[config.mk]
export PLATFORM = sky130hd
export DESIGN_NAME = game_tick_ctrl
export DESIGN_NICKNAME = d
export VERILOG_FILES = /design/src/rtl/game_ctrl_pkg.sv /design/src/rtl/tick_divider.sv /design/src/rtl/game_tick_ctrl.sv
export SDC_FILE = /design/constraint.sdc
export NUM_CORES = 1
export LEC_CHECK = 0
export CAP_MARGIN = 5
export CORE_UTILIZATION = 60
export CTS_CLUSTER_DIAMETER = 200
export DETAILED_ROUTE_END_ITERATION = 8
export DONT_BUFFER_PORTS = 1
export PLACE_DENSITY = 0.86
export REMOVE_ABC_BUFFERS = 1
export SLEW_MARGIN = 30
export SYNTH_ARGS = -nofsm -noshare
export SYNTH_HDL_FRONTEND = slang
export SYNTH_SLANG_ARGS = --single-unit
[constraint.sdc]
create_clock -name clk_in -period 4.96 [get_ports clk_in]
set_clock_uncertainty 0.1 [all_clocks]
set_input_delay 0.496 -clock clk_in [delete_from_list [all_inputs] [get_ports clk_in]]
set_output_delay 0.496 -clock clk_in [all_outputs]
set_load 0.01 [all_outputs]
[src/rtl/game_ctrl_pkg.sv]
// game_ctrl_pkg
// Shared definitions for the goose-run game controller: run-state encodings,
// datapath widths, default timing constants and the terminal-count helper.
// No ports (package).

package game_ctrl_pkg;

    localparam int STATE_W = 2;
    localparam int LEVEL_W = 4;
    localparam int DIV_W   = 28;

    typedef enum logic [STATE_W-1:0] {
        ST_IDLE  = 2'd0,
        ST_RUN   = 2'd1,
        ST_PAUSE = 2'd2,
        ST_OVER  = 2'd3
    } game_state_t;

    // 100 MHz clock: level 0 gives a 25 Hz tick, floor gives 100 Hz.
    localparam int DEF_BASE_DIV        = 4000000;
    localparam int DEF_DIV_STEP        = 250000;
    localparam int DEF_MIN_DIV         = 1000000;
    localparam int DEF_TICKS_PER_LEVEL = 250;
    localparam int DEF_MAX_LEVEL       = 12;
    localparam int DEF_GRACE_TICKS     = 25;

    // term = max(base_div - lvl*div_step, min_div). The reduction is compared
    // against the headroom first so the subtraction can never wrap.
    function automatic logic [DIV_W-1:0] calc_term(
        input logic [LEVEL_W-1:0] lvl,
        input int                 base_div,
        input int                 div_step,
        input int                 min_div
    );
        logic [DIV_W-1:0] reduce;
        logic [DIV_W-1:0] headroom;
        if (base_div <= min_div) begin
            return DIV_W'(min_div);
        end
        reduce   = DIV_W'(lvl) * DIV_W'(div_step);
        headroom = DIV_W'(base_div) - DIV_W'(min_div);
        if (reduce >= headroom) begin
            return DIV_W'(min_div);
        end
        return DIV_W'(base_div) - reduce;
    endfunction

endpackage

[src/rtl/tick_divider.sv]
// tick_divider
// Programmable terminal-count divider. While en is high the counter advances
// once per cycle; on reaching term it wraps to 0 and raises tick for exactly
// one cycle, so tick spacing is term+1 enabled cycles. With en low the count
// holds and tick is 0.
// Ports:
//   clk_in  in   clock
//   reset   in   synchronous active-high reset
//   en      in   count enable
//   clr     in   synchronous clear of count and tick
//   term    in   terminal count (DIV_W bits)
//   tick    out  registered one-cycle strobe
//   fire    out  combinational: the current edge will issue a tick

module tick_divider
    import game_ctrl_pkg::*;
(
    input  logic             clk_in,
    input  logic             reset,
    input  logic             en,
    input  logic             clr,
    input  logic [DIV_W-1:0] term,
    output logic             tick,
    output logic             fire
);

    logic [DIV_W-1:0] cnt;

    assign fire = en && (cnt == term);

    always_ff @(posedge clk_in) begin
        if (reset || clr) begin
            cnt  <= '0;
            tick <= 1'b0;
        end else if (en) begin
            cnt  <= fire ? '0 : cnt + DIV_W'(1);
            tick <= fire;
        end else begin
            tick <= 1'b0;
        end
    end

endmodule

[src/rtl/game_tick_ctrl.sv]
// game_tick_ctrl
// Run-state controller and level-scaled game-tick generator for goose-run.
// The tick period shrinks by DIV_STEP per level down to MIN_DIV; the level
// advances every TICKS_PER_LEVEL ticks and saturates at MAX_LEVEL.
// Optional build macro GAME_GRACE_PERIOD_EN: collisions are ignored for the
// first GRACE_TICKS ticks after each start.
// Ports:
//   clk_in     in   clock, 100 MHz
//   reset      in   synchronous active-high reset
//   start      in   one-cycle start pulse
//   pause      in   one-cycle pause-toggle pulse
//   collision  in   goose/obstacle overlap level
//   tick       out  one-cycle game-tick strobe
//   level_up   out  one-cycle strobe, coincident with the tick that levels up
//   level      out  current level 0..MAX_LEVEL
//   state      out  0=IDLE 1=RUN 2=PAUSE 3=OVER
//   running    out  high iff state==RUN
//
// state    | meaning
// ---------+-----------------------------------------------
// ST_IDLE  | after reset, waiting for start
// ST_RUN   | divider counting, ticks issued, collisions live
// ST_PAUSE | divider, tick count and grace count frozen
// ST_OVER  | collision ended the game, waiting for start

module game_tick_ctrl
    import game_ctrl_pkg::*;
#(
    parameter int BASE_DIV        = DEF_BASE_DIV,
    parameter int DIV_STEP        = DEF_DIV_STEP,
    parameter int MIN_DIV         = DEF_MIN_DIV,
    parameter int TICKS_PER_LEVEL = DEF_TICKS_PER_LEVEL,
    parameter int MAX_LEVEL       = DEF_MAX_LEVEL,
    parameter int GRACE_TICKS     = DEF_GRACE_TICKS
)
(
    input  logic               clk_in,
    input  logic               reset,
    input  logic               start,
    input  logic               pause,
    input  logic               collision,
    output logic               tick,
    output logic               level_up,
    output logic [LEVEL_W-1:0] level,
    output logic [STATE_W-1:0] state,
    output logic               running
);

    localparam int TCNT_W = (TICKS_PER_LEVEL > 1) ? $clog2(TICKS_PER_LEVEL) : 1;

    if (GRACE_TICKS < 0) begin : g_bad_grace
        $error("GRACE_TICKS must be non-negative");
    end

    game_state_t        state_q;
    game_state_t        state_d;
    logic               coll_act;
    logic               div_en;
    logic               div_clr;
    logic               fire;
    logic [DIV_W-1:0]   term;
    logic [TCNT_W-1:0]  tcnt;

    assign term = calc_term(level, BASE_DIV, DIV_STEP, MIN_DIV);

`ifdef GAME_GRACE_PERIOD_EN
    localparam int GRACE_W = (GRACE_TICKS > 0) ? $clog2(GRACE_TICKS + 1) : 1;
    logic [GRACE_W-1:0] grace_cnt;

    // Advances only on issued ticks, so a pause freezes it for free.
    always_ff @(posedge clk_in) begin
        if (reset || div_clr) begin
            grace_cnt <= '0;
        end else if (fire && (grace_cnt < GRACE_W'(GRACE_TICKS))) begin
            grace_cnt <= grace_cnt + GRACE_W'(1);
        end
    end

    assign coll_act = collision && (grace_cnt >= GRACE_W'(GRACE_TICKS));
`else
    assign coll_act = collision;
`endif

    // State register; running is derived from the next state so it shares the edge.
    always_ff @(posedge clk_in) begin
        if (reset) begin
            state_q <= ST_IDLE;
            running <= 1'b0;
        end else begin
            state_q <= state_d;
            running <= (state_d == ST_RUN);
        end
    end

    always_comb begin
        state_d = state_q;
        case (state_q)
            ST_IDLE,
            ST_OVER:  if (start) state_d = ST_RUN;
            ST_RUN: begin
                if (coll_act)   state_d = ST_OVER;
                else if (pause) state_d = ST_PAUSE;
            end
            ST_PAUSE: if (pause) state_d = ST_RUN;
            default:  state_d = ST_IDLE;
        endcase
    end

    // A collision or pause in RUN suppresses counting in that same cycle,
    // which also blocks a tick that would otherwise land on it.
    always_comb begin
        div_en  = (state_q == ST_RUN) && !coll_act && !pause;
        div_clr = ((state_q == ST_IDLE) || (state_q == ST_OVER)) && start;
    end

    assign state = state_q;

    tick_divider u_div (
        .clk_in (clk_in),
        .reset  (reset),
        .en     (div_en),
        .clr    (div_clr),
        .term   (term),
        .tick   (tick),
        .fire   (fire)
    );

    always_ff @(posedge clk_in) begin
        if (reset || div_clr) begin
            tcnt     <= '0;
            level    <= '0;
            level_up <= 1'b0;
        end else begin
            level_up <= 1'b0;
            if (fire) begin
                if (tcnt == TCNT_W'(TICKS_PER_LEVEL - 1)) begin
                    tcnt <= '0;
                    if (level < LEVEL_W'(MAX_LEVEL)) begin
                        level    <= level + LEVEL_W'(1);
                        level_up <= 1'b1;
                    end
                end else begin
                    tcnt <= tcnt + TCNT_W'(1);
                end
            end
        end
    end

endmodule

Word level (Yosys, flattened, before mapping)

Cells that the tools add are included.

Flip-flop bits (word level): 45
Latch bits: 0
RAM bits: 0
Bits in read-only memories: 0
Bits of input ports: 5
Output and inout bits: 9
Memories: 0

$add $sub $neg: 4
Multiply operators: 1
Div/mod/pow operators: 0
Magnitude comparators: 2
Equal/unequal tests: 6
Shift operators: 0
Muxes and demuxes: 11
Bitwise operators: 3
Reduce and logical (&&, ||, !) cells: 13

Operators with widths:

| operator                                                  | number |
|---|---|
| 2-to-1 mux 28 bit                                         | 3 |
| adder 28 x 1 -> 28 bit, second input constant             | 1 |
| == test 28 bit                                            | 1 |
| subtractor 22 x 22 -> 23 bit, first input constant        | 1 |
| greater-or-equal comparator 22 bit, second input constant | 1 |
| multiplier 4 x 14 -> 18 bit, second input constant        | 1 |
| adder 8 x 1 -> 8 bit, second input constant               | 1 |
| == test 8 bit, second input constant                      | 1 |
| 2-to-1 mux 2 bit                                          | 4 |
| 2-to-1 mux 8 bit                                          | 1 |
| one-hot mux 2 bit (3 select lines)                        | 1 |
| adder 4 x 1 -> 4 bit, second input constant               | 1 |
| == test 2 x 1 -> 1 bit, second input constant             | 2 |
| == test 2 bit, second input constant                      | 2 |
| logical AND 1 bit                                         | 4 |
| < comparator 4 bit, second input constant                 | 1 |
| OR reduction 2 bit                                        | 2 |
| NOT 1 bit                                                 | 3 |
| AND reduction 3 bit                                       | 1 |
| OR reduction 3 bit                                        | 1 |
| logical NOT 1 bit                                         | 2 |
| logical NOT 2 bit                                         | 1 |
| logical OR 1 bit                                          | 2 |
| 2-to-1 mux 1 bit                                          | 2 |

Logic depth before layout (Yosys ltp)

Gate-level depths: netlist (run 1).

Word-level depth: 8
Gate-level depth with buffers: 15

Modules after synthesis

A second synthesis (run 1) with hierarchy kept.

Cells, all modules: 397
Area, all modules: 3433.3 µm²

Modules (own cells, without submodules):

| module         | instances | cells each | area an instance (µm²) | seq. area each (µm²) |
|---|---|---|---|---|
| game_tick_ctrl | 1         | 210        | 1746.7                 | 320.3 |
| tick_divider   | 1         | 187        | 1686.6                 | 580.6 |

Worst setup path before layout (run 1)

OpenSTA, ideal clock, no wires.

Path type: register -> register
From: register level[1]
To: register level[2]
Library setup time: 0.072 ns
Arrival time: 4.493 ns
Slack: 0.296 ns
Stages on the path, launching flop included: 16
Path buffers: 1
Clock period less this slack: 4.664 ns
Cells stage by stage: dfxtp_1 -> inv_1 -> ha_1 -> fa_1 -> inv_1 -> fa_1 -> nand2b_1 -> a21oi_1 -> xnor2_1 -> o31a_1 -> nor2_1 -> a211o_1 -> a2111o_1 -> buf_6 -> nor4_2 -> mux2i_1

Longest elaborated chain between the ends: 7
Elaborated cells on any way between the ends: 10
Those cells by class: 2 x add/sub; 1 x mul; 2 x order compare; 1 x eq/ne; 2 x mux; 2 x reduce/logical

RTL lines:

| element                            | RTL line              | text |
|---|---|---|
| start, declared                    | game_tick_ctrl.sv:44  | `output logic [LEVEL_W-1:0] level,` |
| start signal, assigned             | game_tick_ctrl.sv:139 | `level <= level + LEVEL_W'(1);` |
| multiplier 4 x 14 -> 18 bit        | game_ctrl_pkg.sv:40   | `reduce = DIV_W'(lvl) * DIV_W'(div_step);` |
| greater-or-equal comparator 22 bit | game_ctrl_pkg.sv:42   | `if (reduce >= headroom) begin` |
| 2-to-1 mux 1 bit                   | game_ctrl_pkg.sv:42   |  |
| 2-to-1 mux 28 bit                  | game_ctrl_pkg.sv:45   | `return DIV_W'(base_div) - reduce;` |
| == test 28 bit                     | tick_divider.sv:29    | `assign fire = en && (cnt == term);` |
| logical AND 1 bit                  | tick_divider.sv:29    |  |
| AND reduction 3 bit (no line)      | -                     |  |

Parallel ways exist; a longest one is shown, timed or not.
A chain may end at the register's enable or synchronous reset.

Worst setup path after layout (run 1)

From: register level[1]
To: register level[1]

Same word-level chain as after synthesis.

==> impl_metrics.ini, run 1 <==
[floorplan]
start_util_pct = 62.84
die_w_um = 80.98
placement_rows = 28
die_area_mm2 = 0.006557
core_mm2 = 0.005956
die_h_um = 80.98
num_io_pins = 14

[route]
drc = 0
drt-initial-drc-count = 276
vias_per_cell = 6.587
ant_nets = 0
post_drt_wl_per_cell_um = 17.11
drt-total-wl_um = 9121
firstDrtPassIters = 5
vias = 3511

[layout]
n_antenna_cell = 0
multiInputGateArea_mm2 = 0.002711
areaGrowthSynthToFinish_pct = 7.021
seq_area_um2 = 900.9
fin_util_pct = 67.25
finalNetCount = 493
layout-drive-gt1-share_pct = 9.389
fill_cells = 468
final_cell_area_mm2 = 0.004005

[global_routing]
antenna_found_initial = 0
grt_overflow_total = 0
grt_max_degree = 36
grt_pass1_wl_um = 15020
grt.total_usage_pct = 29.36
grt_pass1_vias = 3335

[setup_path]
critPathArrivalTime_ns = 4.84
slowest_stage = fa_1
crit_type = reg2reg
r2r_slack_ns = 0.24
end_kind = flip-flop
cp_max_fo = 10
cp.required_ns = 5.09
worstPathBufferInverterCount = 1
cp_cell_sequence = fa_1 > fa_1 > ha_1 > o21ai_0 > nor4b_1 > nor4_4 > o31a_1 > nor2_1 > a211o_1 > a2111o_1 > buf_4 > nor4_4 > mux2i_1
cpPeakStageDelay_ns = 0.59
crit_family = compound AO/OA/AOI/OAI gates
cp-start-kind = flip-flop

[placed_design]
dp_hpwl_um = 6798
dpl_cell_area_mm2 = 0.003859
gp_congestion = 0.8995
pre_cts_ws_ns = 0.1922
port_buffers = 0

[timing]
hold_viol_final = 0
fin_crit_sh_pct = 95.09
tns_ns = 0
slew_headroom_pct = 47.32
setup_viol = 0
rsz0062_at_grt = false
finalCriticalPeriod_ns = 4.716
timing.fmax_mhz = 212.0
maxSlewViolCount = 0
finalWorstSetupSlack_ns = 0.2437
tightest_slew_ns = 0.7903

[clock_tree]
cts.sinks = 45
cts_root_buffer = clkbuf_8
numCtsBuffers = 5
clk_pin_slew_ns = 0.08
clock_latency_ns = 0.30
htree_levels = 2
cts_buffer_depth = 2
cts_tree = yes

[worst_hold_path]
min_path_type = in2reg

[pwr]
ir_drop_v = 0.0001905
powerDensity_mw_per_mm2 = 167.1
leakage_nw = 1.542

[synth]
synth_ff_type = dfxtp_1
synth-seq-cells = 45
ys_async_sr_fraction_pct = 0
yosysSeqAreaShare_pct = 24.07
synthCells = 452
synth_edf_count = 0
synth_area_mm2 = 0.003742
ys_warn_count = 0
ys_types = 69
synth.avg_cell_area_um2 = 8.280

[outcome]
status = completed

[run]
drv_cap = 0
-- synth_stat cells (5+ instances only) --
master,number,area [um2]
a21oi_1,14,70.07
a41oi_1,5,43.79
and3_1,9,56.30
and4_1,6,52.55
clkbuf_1,9,33.78
dfxtp_1,45,900.9
fa_1,5,100.1
ha_1,25,312.8
inv_1,22,82.58
mux2i_1,8,80.08
nand2_1,37,138.9
nand3_1,20,100.1
nand4_1,7,43.79
nor2_1,33,123.9
nor3_1,37,185.2
nor4_1,8,50.05
o21ai_0,15,75.07
o31ai_1,5,37.54
xnor2_1,27,236.5
xor2_1,23,201.4
-- sequential cells by signal, summed over array words and instances, names as in the netlist --
| register | count |
|---|---|
| level | 4 |
| level_up | 1 |
| running | 1 |
| state | 2 |
| tcnt | 8 |
| u_div.cnt | 28 |
| u_div.tick | 1 |
-- repair_timing --
action / CTS / global route
endpoints found under the hold margin: 0 / 0
endpoints found under the setup margin: 0 / 38
buffers inserted: 0 / 2
resized for setup: 0 / 5
hold buffers: 0 / 0
-- cell type report --
type | instances | area share (%)
clock inverters | 2 | 0.8747
repair buffers | 15 | 2.812
clock buffers | 5 | 1.718
flip-flops and latches | 45 | 22.49
multi-input cells | 369 | 67.70
well taps | 75 | 2.343
inverters | 22 | 2.062
-- stage by stage --
stage	power [mW]	hold slack, ns	cells
after global routing	0.6908	0.1392	533
after global placement	0.4044	0.3755	524
after detailed placement	0.4065	0.3881	524
after CTS	0.6719	0.1531	531
after floorplan	0.3984	0.3433	436
final	0.6694	0.1558	533
-- power by group --
part / total, mW / internal, mW / switching (mW)
registers: 0.369 / 0.364 / 0.00464
clock network: 0.272 / 0.147 / 0.125
logic: 0.0293 / 0.00904 / 0.0202
total: 0.669 / 0.519 / 0.150
-- logic make-up (layout without fill, tap and decap cells) --
family / count (synthesis) / after routing / synth area share (%)
multiplexers: 10 / 10 / 2.842
XOR/XNOR: 50 / 50 / 11.70
buffers and inverters: 38 / 44 / 4.246
AO/OA/AOI/OAI: 86 / 86 / 17.29
flip-flops: 45 / 45 / 24.07
adder cells (fa/ha/maj): 30 / 30 / 11.03
AND/OR/NAND/NOR: 193 / 193 / 28.82
-- routing by layer --
layer	vias up	routed length [um]	track usage [%]
li1	1676	-	-
met1	1630	3906	35.31
met2	167	4426	51.43
met3	38	531	5.843
met4	0	257	10.71
met5	-	0	0
-- layout by cell type, fill, tap and decap left out, types with 4 or more instances in the layout --
master | netlist | layout
and4_1 | 6 | 6
o21a_1 | 4 | 4
nand4_1 | 7 | 7
nand2_1 | 37 | 37
fa_1 | 5 | 5
a21oi_1 | 14 | 13
o31ai_1 | 5 | 5
o211ai_1 | 4 | 4
xor2_1 | 23 | 23
nand3_1 | 20 | 20
a41oi_1 | 5 | 5
nor4_1 | 8 | 8
nor3_1 | 37 | 37
and3_1 | 9 | 9
inv_1 | 22 | 22
xnor2_1 | 27 | 26
nor3b_1 | 4 | 4
clkbuf_8 | 0 | 5
mux2i_1 | 8 | 7
buf_4 | 2 | 15
dfxtp_1 | 45 | 45
nor2b_1 | 4 | 4
o21ai_0 | 15 | 15
or3_1 | 4 | 4
ha_1 | 25 | 25
nor2_1 | 33 | 33
-- worst paths after layout --
| path | from | to | cells past startpoint |
|---|---|---|---|
| worst max-delay path | level[1] | level[1] | 13 |
| worst min-delay path | reset | state[1] | 1 |
| worst max register to register | level[1] | level[1] | 13 |
| worst min register to register | u_div.cnt[0] | u_div.cnt[0] | 2 |
No activity file was read; power rests on OpenSTA's default activity.
==> run 2: changes to the inputs <==
- CORE_ASPECT_RATIO: default -> 1.1
==> run 2 against run 1 <==
  * Total power decreased by 8.1%
  * First-iteration DRC count is 0.72% higher
  * Worst setup slack better by 0.013 ns
  * Global-route usage is 0.55 points lower
  * Register-to-register slack about the same
  * Hold slack improved by 0.0024 ns
  * Non-clock buffer count up 1
  * Cell area increased by 0.22%
  * Sequential power about the same
  * Clock-buffer cell count rose by 1
  * Critical path depth stayed put
  * Critical path type unchanged
  * Critical endpoint is now u_div.cnt[27]
  * Highest routed layer unchanged
==> impl_metrics.ini, run 2 (synthesized netlist as in run 1, its figures left out) <==
[layout]
final_cell_mix = dfxtp_1, nor3_1, nand2_1, nor2_1, xnor2_1
layout-drive-gt1-share_pct = 11.09
largest_reg_flops = 28
areaGrowthSynthToFinish_pct = 7.255
final_common_cell = dfxtp_1
top_regs = u_div.cnt x28, tcnt x8, level x4
layout.cells.non_filler = 537
top_register = u_div.cnt
finalNetCount = 494
n_antenna_cell = 0

[global_routing]
grt_pass1_vias = 3300
antenna_found_initial = 0
grt.total_usage_pct = 28.82
grt_pass1_wl_um = 15260
grt_max_degree = 36
grt_overflow_total = 0

[clock_tree]
cts.sinks = 45
cts_hold_buffers = 0
cts_buffer_depth = 2
clk_pin_slew_ns = 0.08
htree_levels = 2
cts_root_buffer = clkbuf_8
clock_latency_ns = 0.30
cts_tree = yes
numCtsBuffers = 5

[route]
vias_per_cell = 6.587
drt-total-wl_um = 9202
drc = 0
ant_nets = 0
vias = 3537
firstDrtPassIters = 5
post_drt_wl_per_cell_um = 17.14
drt-initial-drc-count = 278

[timing]
setup_viol = 0
hold_viol_final = 0
rsz0062_at_grt = false
finalWorstSetupSlack_ns = 0.2568
slew_headroom_pct = 43.83
finalCriticalPeriod_ns = 4.703
fin_crit_sh_pct = 94.82
maxSlewViolCount = 0
timing.fmax_mhz = 212.6
tightest_slew_ns = 0.8425

[setup_path]
cp_cell_sequence = inv_1 > ha_1 > fa_1 > inv_1 > fa_1 > o31a_1 > o31a_1 > buf_4 > a211o_1 > a2111o_2 > nor3_4 > buf_4 > nor3_1
cp_max_fo = 25
crit_type = reg2reg
end_kind = flip-flop
cp-start-kind = flip-flop
cp.required_ns = 5.02
cpPeakStageDelay_ns = 0.63
critPathArrivalTime_ns = 4.76
slowest_stage = fa_1

[pwr]
powerDensity_mw_per_mm2 = 153.3
leakage_nw = 1.539
ir_drop_v = 0.0002028

[floorplan]
core_mm2 = 0.005878
die_w_um = 77.30
die_area_mm2 = 0.006557
num_io_pins = 14
start_util_pct = 63.67
die_h_um = 84.83
placement_rows = 29

[outcome]
status = completed

[placed_design]
gp_congestion = 0.9256
pre_cts_ws_ns = 0.04843
port_buffers = 0
placedCellCount = 526
dp_hpwl_um = 6869

[worst_hold_path]
min_path_type = in2reg

[run]
drv_cap = 0
run 2: final cells by class:
cell class                 instances  area (um2)
timing repair buffer              16       120.1
clock buffer                       6       72.57
sequential                        45       904.6
inverter                          22       82.58
tap                               77       96.34
multi-input combinational        369        2728
fill                             507        1864
clock inverter                     2       10.01
run 2: through the flow:
stage	setup TNS, ns	utilization [%]	power [mW]	area [um2]	hold slack [ns]
2_1_floorplan	-3.085	-	0.3984	3666	0.3433
3_3_place_gp	0	65.67	0.4043	3860	0.3750
3_5_place_dp	0	65.69	0.4055	3861	0.3840
4_1_cts	0	67.09	0.6207	3944	0.1523
5_1_grt	0	68.28	0.6412	4014	0.1465
6_report	0	68.28	0.6154	4014	0.1582
run 2: report_power, final:
group          internal [mW]  switching [mW]
clock                 0.0977           0.120
combinational        0.00905          0.0202
sequential             0.364         0.00408
total                  0.471           0.145
run 2: critical path, delay by kind of cell (launching register included):
family / cells / cell delay [ns]
flip-flops: 1 / 0.40
adder cells (fa/ha/maj): 3 / 1.49
buffers and inverters: 4 / 0.66
AO/OA/AOI/OAI: 4 / 1.60
AND/OR/NAND/NOR: 2 / 0.28
run 2: path summary, 6_finish.rpt:
| kind | start | endpoint | slack [ns] | cells past startpoint |
|---|---|---|---|---|
| worst max-delay path | level[1] | u_div.cnt[27] | 0.26 | 13 |
| worst min-delay path | reset | state[1] | 0.16 | 1 |
| worst max register to register | level[1] | u_div.cnt[27] | 0.26 | 13 |
| worst min register to register | u_div.cnt[1] | u_div.cnt[1] | 0.40 | 2 |
run 2: repair_timing:
action / 4_1_cts / 5_1_grt
setup endpoints to repair: 0 / 41
gates resized for setup: 0 / 12
hold endpoints to repair: 0 / 0
setup buffers: 0 / 3
run 2: routing by layer:
| metal | track usage [%] | wire [um] | vias to the layer above |
|---|---|---|---|
| met2 | 50.28 | 4573 | 123 |
| li1 | - | - | 1688 |
| met1 | 35.74 | 3938 | 1705 |
| met5 | 0 | 0 | - |
| met3 | 4.409 | 505 | 21 |
| met4 | 10.63 | 184 | 0 |
==> run 3: changes to the inputs <==
- SYNTH_HIERARCHICAL: default -> 1
==> run 3 against run 2 <==
  * The run now ends with negative setup slack left
  * Global-route usage rose by 2.7 points
  * Sequential power barely moved
  * Cell area rose by 5.3%
  * Synthesized cell count fell by 12%
  * Fmax fell by 13%
  * Clock power rose by 60%
  * Sequential share of layout area fell by 1.1 points
  * Via count fell by 8.0%
  * Largest cell class unchanged
==> impl_metrics.ini, run 3 <==
[outcome]
status = finished, violations left
violations = negative setup slack

[global_routing]
met2_usage_pct = 58.73
antenna_found_initial = 0
grtUsageMet3_pct = 6.328
grt_pass1_vias = 3143
grt_max_degree = 27
grt_overflow_total = 0
use_met1_pct = 32.64
grt_pass1_wl_um = 14290
grt.busiest_layer = met2
grt.total_usage_pct = 31.52

[route]
vias_per_cell = 6.196
drt-initial-drc-count = 312
post_drt_wl_per_cell_um = 20.17
ant_nets = 0
drc = 0
firstDrtPassIters = 5
drt-total-wl_um = 10590
vias = 3253

[pwr]
leakage_nw = 1.668
power_mw = 0.7716
ir_drop_v = 0.0001929
p_seq_share_pct = 47.7
p_switching_mw = 0.1806
power.internal_mw = 0.5909
combinationalPowerShare_pct = 7.2
clockPowerShare_pct = 45.1
powerDensity_mw_per_mm2 = 182.6
switching_share_pct = 23.41

[clock_tree]
cts.sinks = 45
htree_levels = 2
clk_pin_slew_ns = 0.10
cts_buffer_depth = 2
numCtsBuffers = 5
cts_root_buffer = clkbuf_8
clock_latency_ns = 0.31
cts_tree = yes

[layout]
top_register = u_div/cnt
n_antenna_cell = 0
layout.cells.non_filler = 525
layout-drive-gt1-share_pct = 24.00
areaGrowthSynthToFinish_pct = 23.07
finalNetCount = 484
top_regs = u_div/cnt x28, tcnt x8, level x4
final_cell_mix = xnor2_1, dfxtp_1, nor2_1, buf_4, xor2_1
largest_reg_flops = 28

[synth]
synth_area_leaders = dfxtp_1, xnor2_1, ha_1, xor2_1, nor2_1
synthAdderAreaFrac_pct = 12.03
yosysSeqAreaShare_pct = 26.24
synth_area_mm2 = 0.003433
ys_async_sr_fraction_pct = 0
synth_commonest_cells = nor2_1, xnor2_1, dfxtp_1
synth-compound-area-share_pct = 8.127
synth_top_family_by_area = simple AND/OR/NAND/NOR gates
synthCells = 397
ys_warn_count = 6
synth_ff_type = dfxtp_1
synth.avg_cell_area_um2 = 8.648
ys_types = 59
yosys.area.top_type = dfxtp_1
synth_edf_count = 0
yosys.area_share.simple_pct = 26.93
yosys-mux-area-fraction_pct = 1.203
synth-xor-area-share_pct = 20.88
yosysMostFrequentCell = nor2_1
synth-seq-cells = 45
synth.top_cell.area_share_pct = 26.24

[timing]
setup_viol = 13
hold-worst-slack_ns = 0.1386
finalWorstSetupSlack_ns = -0.4637
hold_viol_final = 0
fin_crit_sh_pct = 109.3
rsz0062_at_grt = true
tightest_slew_ns = 0.6397
timing.fmax_mhz = 184.4
maxSlewViolCount = 0
slew_headroom_pct = 56.75
finalCriticalPeriod_ns = 5.424
tns_ns = -3.853

[setup_path]
cp.required_ns = 5.04
critPathArrivalTime_ns = 5.50
cp-start-kind = flip-flop
reg2reg_depth = 24
crit_type = reg2reg
cp_max_fo = 7
end_kind = flip-flop

[placed_design]
placedCellCount = 501
dp_hpwl_um = 5713
gp_congestion = 0.8588
port_buffers = 0
pre_cts_ws_ns = -0.2857

[worst_hold_path]
hold_depth = 1
min_path_type = in2reg

[floorplan]
start_util_pct = 63.23
die_w_um = 74.13
num_io_pins = 14
die_h_um = 81.34
die_area_mm2 = 0.006029
placement_rows = 28
core_mm2 = 0.005430

[run]
drv_cap = 0
[run 3: changes by cell type after synthesis, moves of 6 or more]
cell / before / now
a21oi_1: 14 / 7
and2_1: 2 / 9
clkbuf_1: 9 / 3
inv_1: 22 / 16
nand2_1: 37 / 30
nand3_1: 20 / 14
nand4_1: 7 / 13
nor2_1: 33 / 50
nor3_1: 37 / 4
o21ai_0: 15 / 3
xnor2_1: 27 / 47
xor2_1: 23 / 33
[run 3: kinds of logic after synthesis]
logic type | Yosys count
mux | 4
compound gates | 38
flops | 45
simple gates | 170
xor+xnor | 81
fa+ha+maj | 30
buf+inv | 28
other cells | 1
[run 3: worst max-delay path, cell delays in order, from the launching register on]
cell	delay [ns]
dfxtp_4	0.37
inv_1	0.17
ha_4	0.25
fa_1	0.54
inv_1	0.08
fa_1	0.44
nand2b_4	0.15
a21oi_2	0.13
buf_4	0.12
xnor2_1	0.14
a211oi_1	0.08
o21ai_1	0.22
buf_4	0.22
buf_4	0.13
nand2_1	0.07
xnor2_1	0.20
nand4_1	0.16
nor4_2	0.29
and4_1	0.30
nand2_1	0.07
or4_4	0.45
nor2_4	0.16
nand2_1	0.09
xnor2_1	0.26
nor2_1	0.09
[run 3: what timing repair did]
action | 4_1_cts | 5_1_grt
endpoints found under the setup margin | 12 | 41
gates cloned | 1 | 2
resized for setup | 26 | 24
hold buffers | 0 | 0
buffers inserted | 15 | 6
pin swaps | 9 | 16
[run 3: through the flow]
step                      util [%]  instance area (um2)
final                        77.81                 4225
after global routing         77.81                 4225
after CTS                    75.14                 4080
after detailed placement     68.27                 3707
after global placement       68.27                 3707
after floorplan                  -                 3373
[run 3: power by group through the flow]
stage	Combinational [mW]	Clock [mW]	Sequential, mW
4_1_cts	0.0386	0.338	0.368
6_report	0.0556	0.348	0.368
3_5_place_dp	0.0375	0	0.377
3_3_place_gp	0.0361	0	0.377
5_1_grt	0.0594	0.359	0.369
2_1_floorplan	0.0284	0	0.376
[run 3: final timing paths]
kind | from | endpoint | slack, ns
min reg2reg | u_div/cnt[27] | u_div/cnt[27] | 0.46
max | level[1] | level[2] | -0.46
min | reset | state[0] | 0.14
max reg2reg | level[1] | level[2] | -0.46
[run 3: layout make-up]
type,instances,area [um2]
inverters,16,60.06
repair buffers,48,424.2
fillers,308,1205
flip-flops and latches,45,905.9
multi-input cells,333,2604
clock buffers,5,68.82
clock inverters,3,68.82
well taps,75,93.84
[run 3: routing by layer]
metal | up-vias | part of all wire [%]
met1 | 1531 | 36
met4 | 0 | 7.3
met2 | 184 | 50
met5 | - | 0
met3 | 81 | 6.7
li1 | 1457 | -
